$ cat src/rtl/prbs_sat_counter.sv
// Saturating up-counter with synchronous clear; clear wins over increment.
module prbs_sat_counter #(
    parameter int unsigned CNT_W = 32
) (
    input  logic             clock,
    input  logic             i_reset,
    input  logic             i_clear,
    input  logic             i_inc,
    output logic [CNT_W-1:0] o_count
);
    logic [CNT_W-1:0] count_q;

    always_ff @(posedge clock or negedge i_reset) begin
        if (!i_reset) begin
            count_q <= '0;
        end else if (i_clear) begin
            count_q <= '0;
        end else if (i_inc && (count_q != '1)) begin
            count_q <= count_q + CNT_W'(1);
        end
    end

    assign o_count = count_q;
endmodule

$ cat config.mk
export PLATFORM = sky130hd
export DESIGN_NAME = prbs_sat_counter
export DESIGN_NICKNAME = d
export VERILOG_FILES = /design/src/rtl/prbs_sat_counter.sv
export SDC_FILE = /design/constraint.sdc
export NUM_CORES = 1
export LEC_CHECK = 0
export ABC_AREA = 0
export CAP_MARGIN = 0
export CORE_UTILIZATION = 40
export CTS_BUF_LIST = sky130_fd_sc_hd__clkbuf_2 sky130_fd_sc_hd__clkbuf_4 sky130_fd_sc_hd__clkbuf_8
export CTS_CLUSTER_SIZE = 24
export DETAILED_ROUTE_END_ITERATION = 12
export HOLD_SLACK_MARGIN = 0.03
export PLACE_DENSITY_LB_ADDON = 0.08
export SLEW_MARGIN = 20
export SYNTH_ARGS = -nofsm -noshare
export SYNTH_HDL_FRONTEND = slang
export SYNTH_SLANG_ARGS = --single-unit
$ cat constraint.sdc
create_clock -name clock -period 2.33 [get_ports clock]
set_input_delay 0.5825 -clock clock [delete_from_list [all_inputs] [get_ports clock]]
set_output_delay 0.5825 -clock clock [all_outputs]
set_load 0.05 [all_outputs]
==> Word-level counts from Yosys, hierarchy flattened <==
Index checks and enable logic that the tools add are counted.
Widths: inputs -> output; s select.
{ "word_totals": {"out_inout_bits": 32, "wordCells": 7, "register_bits": 32, "inputBits": 4} }
{ "op_classes": {"mux": 2, "addsub": 1, "n_eq_ne": 1, "n_reduce_logical": 2} }
{ "ops": {"columns": ["operator", "n"], "rows": [
  ["$mux 32", 2],
  ["$add 32x1->32 const B", 1],
  ["$ne 32x32->1 const B", 1],
  ["$reduce_bool 2->1", 1],
  ["$logic_and 1x1->1", 1]
]} }

==> Depth between registers and ports, before layout <==
{ "logic_depth": {"depth_word": 4, "mapped_depth": 8, "depth_no_buf": 6} }

==> Least setup slack after synthesis <==
Ideal clock, no wire load.
{ "synth_timing": {"kind": "register to register", "start": "register count_q[0] (netlist: o_count[0])", "end": "register count_q[3] (netlist: o_count[3])", "synth_period_minus_slack_ns": 2.309, "arrival_time_ns": 2.184, "t_required_ns": 2.205, "setup_slack_ns": 0.021, "path_buffers": 0, "setup_ns": 0.125, "stages_incl_launch_ff": 7, "cell_sequence": "dfrtp_1 ha_1 nand4_1 nor4_2 a31oi_4 and3_4 mux2_4"} }
{ "synth_via": {"elab_chain_cells": 3, "elab_cells_between_ends": 6, "cone_classes": "1 x add/sub; 1 x eq/ne; 2 x mux; 2 x reduce/logical"} }
{ "synth_lines": {"columns": ["element", "line", "text"], "rows": [
  ["start, declared", "11", "logic [CNT_W-1:0] count_q;"],
  ["start signal, assigned", "19", "count_q <= count_q + CNT_W'(1);"],
  ["$add 32x1->32 or $ne 32x32->1 (tied branches)", "19, 18", null],
  ["$mux 32 or $logic_and 1x1->1 (tied branches)", "18", "end else if (i_inc && (count_q != '1)) begin"],
  ["$mux 32 or $reduce_bool 2->1 (tied branches)", null, null]
]} }
Parallel ways exist; a longest one is shown, timed or not. The select of a mux whose other input is x is not followed.
A chain may end at the register's enable or synchronous reset.

==> Worst setup path after layout <==
{ "layout_timing": {"start": "register count_q[2] (netlist: o_count[2])", "end": "output port o_count[2]"} }
{ "layout_lines": {"columns": ["element", "line", "text"], "rows": [
  ["end, declared", "9", "output logic [CNT_W-1:0] o_count"]
]} }
No word-level cell between the ends.

==> flow_summary.yaml <==
final_layout:
  fin_area_um2: 2410
  fin_nets: 248
  drive_above_1_share_pct: 13.9
  multiInputGateArea_um2: 995
  largest_register_ffs: 32
  num_antenna_cells: 0
  fin_cells: 296
  seq_area_um2: 801
  nFillCells: 400
  fin_util_pct: 54.6
  syn_to_final_growth_pct: 30.0
yosys:
  syn_area_um2: 1850
  synth_top_area_share_pct: 43.2
  synth_simple_gate_area_share_pct: 30.5
  synthAdderAreaFrac_pct: 0.675
  yosysSeqAreaShare_pct: 43.2
  postSynth.asyncResetShare_pct: 100
  synthTopCellsByArea: "dfrtp_1, nor2_1, xnor2_1"
  synth-xor-area-share_pct: 6.14
  syn_nets: 203
  synthMuxAreaShare_pct: 4.39
  synth_edf_count: 0
  synthFlopType: "dfrtp_1"
  syn-mean-instance-area_um2: 9.37
  yosys_register_bits: 32
  yosys_warnings: 0
  yosys.area.top_type: "dfrtp_1"
  synth_compound_area_share_pct: 11.9
  synth_top_family_by_area: "simple AND/OR/NAND/NOR gates"
  synthDistinctLibCells: 42
  postSynthCellCount: 198
floorplan:
  die_w_um: 70.1
  dieArea_um2: 4910
  start_util_pct: 42.0
  die_h_um: 70.1
  core_area_um2: 4410
  core.rowCount: 24
  io-pin-count: 36
placement:
  dp_hpwl_mm: 3.07
  placed_cells: 288
  place_congestion: 0.763
  io_buffers: 35
  place_area_um2: 2310
clocking:
  clock-sinks: 32
  path_clk_slew_ns: 0.06
  clk_latency_ns: 0.28
  ctsHtreeMaxLevel: 2
  ctsResizeCount: 0
  cts_hold_buf: 0
  cts-root-buf: "clkbuf_8"
  cts_setup_buffers: 0
  numCtsBuffers: 5
  cts_tree: "built"
  ctsLongestPathBuffers: 2
critical_path:
  path_buf_inv: 1
  slowest_stage: "clkdlybuf4s50_1"
  path_cells: "clkdlybuf4s50_1"
  required_ns: 1.75
  max_stage_delay_ns: 0.84
  end_kind: "primary output"
  critPathMaxFanout: 8
  critical_path_arrival_ns: 1.60
  critPathKind: "reg -> out"
  worstSetupStartpointType: "flip-flop"
  critPathTopFamily: "buffers and inverters"
drt:
  vias_per_cell: 5.63
  ant_nets: 0
  drt-wirelength-per-cell_um: 14.9
  drtIter0Drc: 94
  vias: 1665
  dr.pass1.iters: 4
  drc: 0
  wl_mm: 4.43
sta:
  min_period_ns: 2.18
  timing.setup.tns_ns: 0
  clock_skew_ns: 0.00388
  period_share_pct: 93.5
  setup_viol: 0
  rsz0062_at_grt: "no"
  tightest_slew_ns: 0.543
  final-max-slew-violation-count: 0
  max_freq_mhz: 459
  hold_viol: 0
  worst_slew_margin_rel_pct: 63.5
job:
  drv_cap: 0
outcome:
  outcome: "finished clean"
grt:
  grt_usage_pct: 19.9
  grt_max_degree: 33
  grt_pass1_wl_mm: 7.68
  antenna_found_initial: 0
  grt_overflow_total: 0
  grt_pass1_vias: 1664
power_and_ir_drop:
  cell_internal_pwr_uw: 848
  p_switching_uw: 254
  p_seq_share_pct: 51.2
  p_leak_uw: 0.000965
  p_clk_share_pct: 42.3
  power_uw: 1100
  ir_drop_mv: 0.289
  powerDensity_nw_per_um2: 457
  p_comb_share_pct: 6.5
  p_sw_share_pct: 23.1
hold_path:
  hold_class: "reg -> reg"
==> logic make-up (layout without fill, tap and decap cells) <==
group,Yosys count,after routing
buf+inv,14,60
mux,7,7
compound gates,32,32
flops,32,32
simple gates,99,99
xor+xnor,13,13
fa+ha+maj,1,1
==> metal layers <==
layer  routed length, um  track usage (%)  vias up
li1                    -                -      808
met1                2080             25.6      808
met2                2110             31.0       40
met3                 153             5.63        9
met4                  75             9.11        0
met5                   0                0        -
==> area by class of cell <==
cell class | instances | area share (%)
multi-input cells | 152 | 41.3
flip-flops and latches | 32 | 33.2
repair buffers | 45 | 17.7
clock buffers | 8 | 4.05
well taps | 52 | 2.70
inverters | 7 | 1.09
==> through the flow <==
step | setup slack, ns | hold slack [ns]
floorplan | 0.0207 | 0.287
global placement | -0.0687 | 0.571
detailed placement | -0.107 | 0.590
CTS | 0.133 | 0.601
global route | 0.0120 | 0.648
finish | 0.152 | 0.602
==> synth_stat cells, types with 2 or more instances <==
| library cell | number |
|---|---|
| dfrtp_1 | 32 |
| nor2_1 | 26 |
| nand3_1 | 12 |
| a21oi_1 | 11 |
| nand2_1 | 11 |
| xnor2_1 | 10 |
| and3_1 | 7 |
| inv_1 | 7 |
| nand4_1 | 6 |
| nor2b_1 | 6 |
| a211oi_1 | 5 |
| mux2_2 | 5 |
| or3_1 | 5 |
| clkbuf_1 | 4 |
| nor3_1 | 4 |
| nor4_1 | 4 |
| o21ai_0 | 4 |
| a21o_1 | 3 |
| and2_1 | 3 |
| o31ai_1 | 3 |
| or4_1 | 3 |
| xor2_1 | 3 |
| a31o_2 | 2 |
| buf_2 | 2 |
| nand2b_1 | 2 |
| nor4_2 | 2 |
==> layout by cell type, fill, tap and decap left out, types with 4 or more instances in the layout <==
cell and instances:
clkdlybuf4s50_1 35, a21oi_1 11, dfrtp_1 32, buf_4 10, nor2_1 26, mux2_2 5, nand3_1 12, nor3_1 4
clkbuf_8 6, inv_1 7, o21ai_0 4, xnor2_1 10, nand4_1 6, a211oi_1 5, or3_1 5, and3_1 7
nor2b_1 6, nor4_1 4, nand2_1 11
==> final timing paths <==
check / start / end / slack (ns) / cells past startpoint
setup / recovery: o_count[2] / o_count[2] / 0.15 / 1
hold / removal: o_count[30] / o_count[30] / 0.60 / 2
setup reg to reg: o_count[16] / o_count[15] / 0.24 / 6
hold reg to reg: o_count[30] / o_count[30] / 0.60 / 2
max in group asynchronous: i_reset / o_count[12] / 1.34 / 2
min in group asynchronous: i_reset / o_count[29] / 0.70 / 2
==> power groups by stage <==
stage | Combinational, uW | Clock [uW] | Sequential, uW
after global placement | 72.1 | 0 | 574
after global routing | 79.8 | 515 | 564
after detailed placement | 73.1 | 0 | 575
after CTS | 73.2 | 483 | 564
after floorplan | 24.6 | 0 | 587
final | 71.4 | 467 | 564
Power figures use the tool's default switching activity.
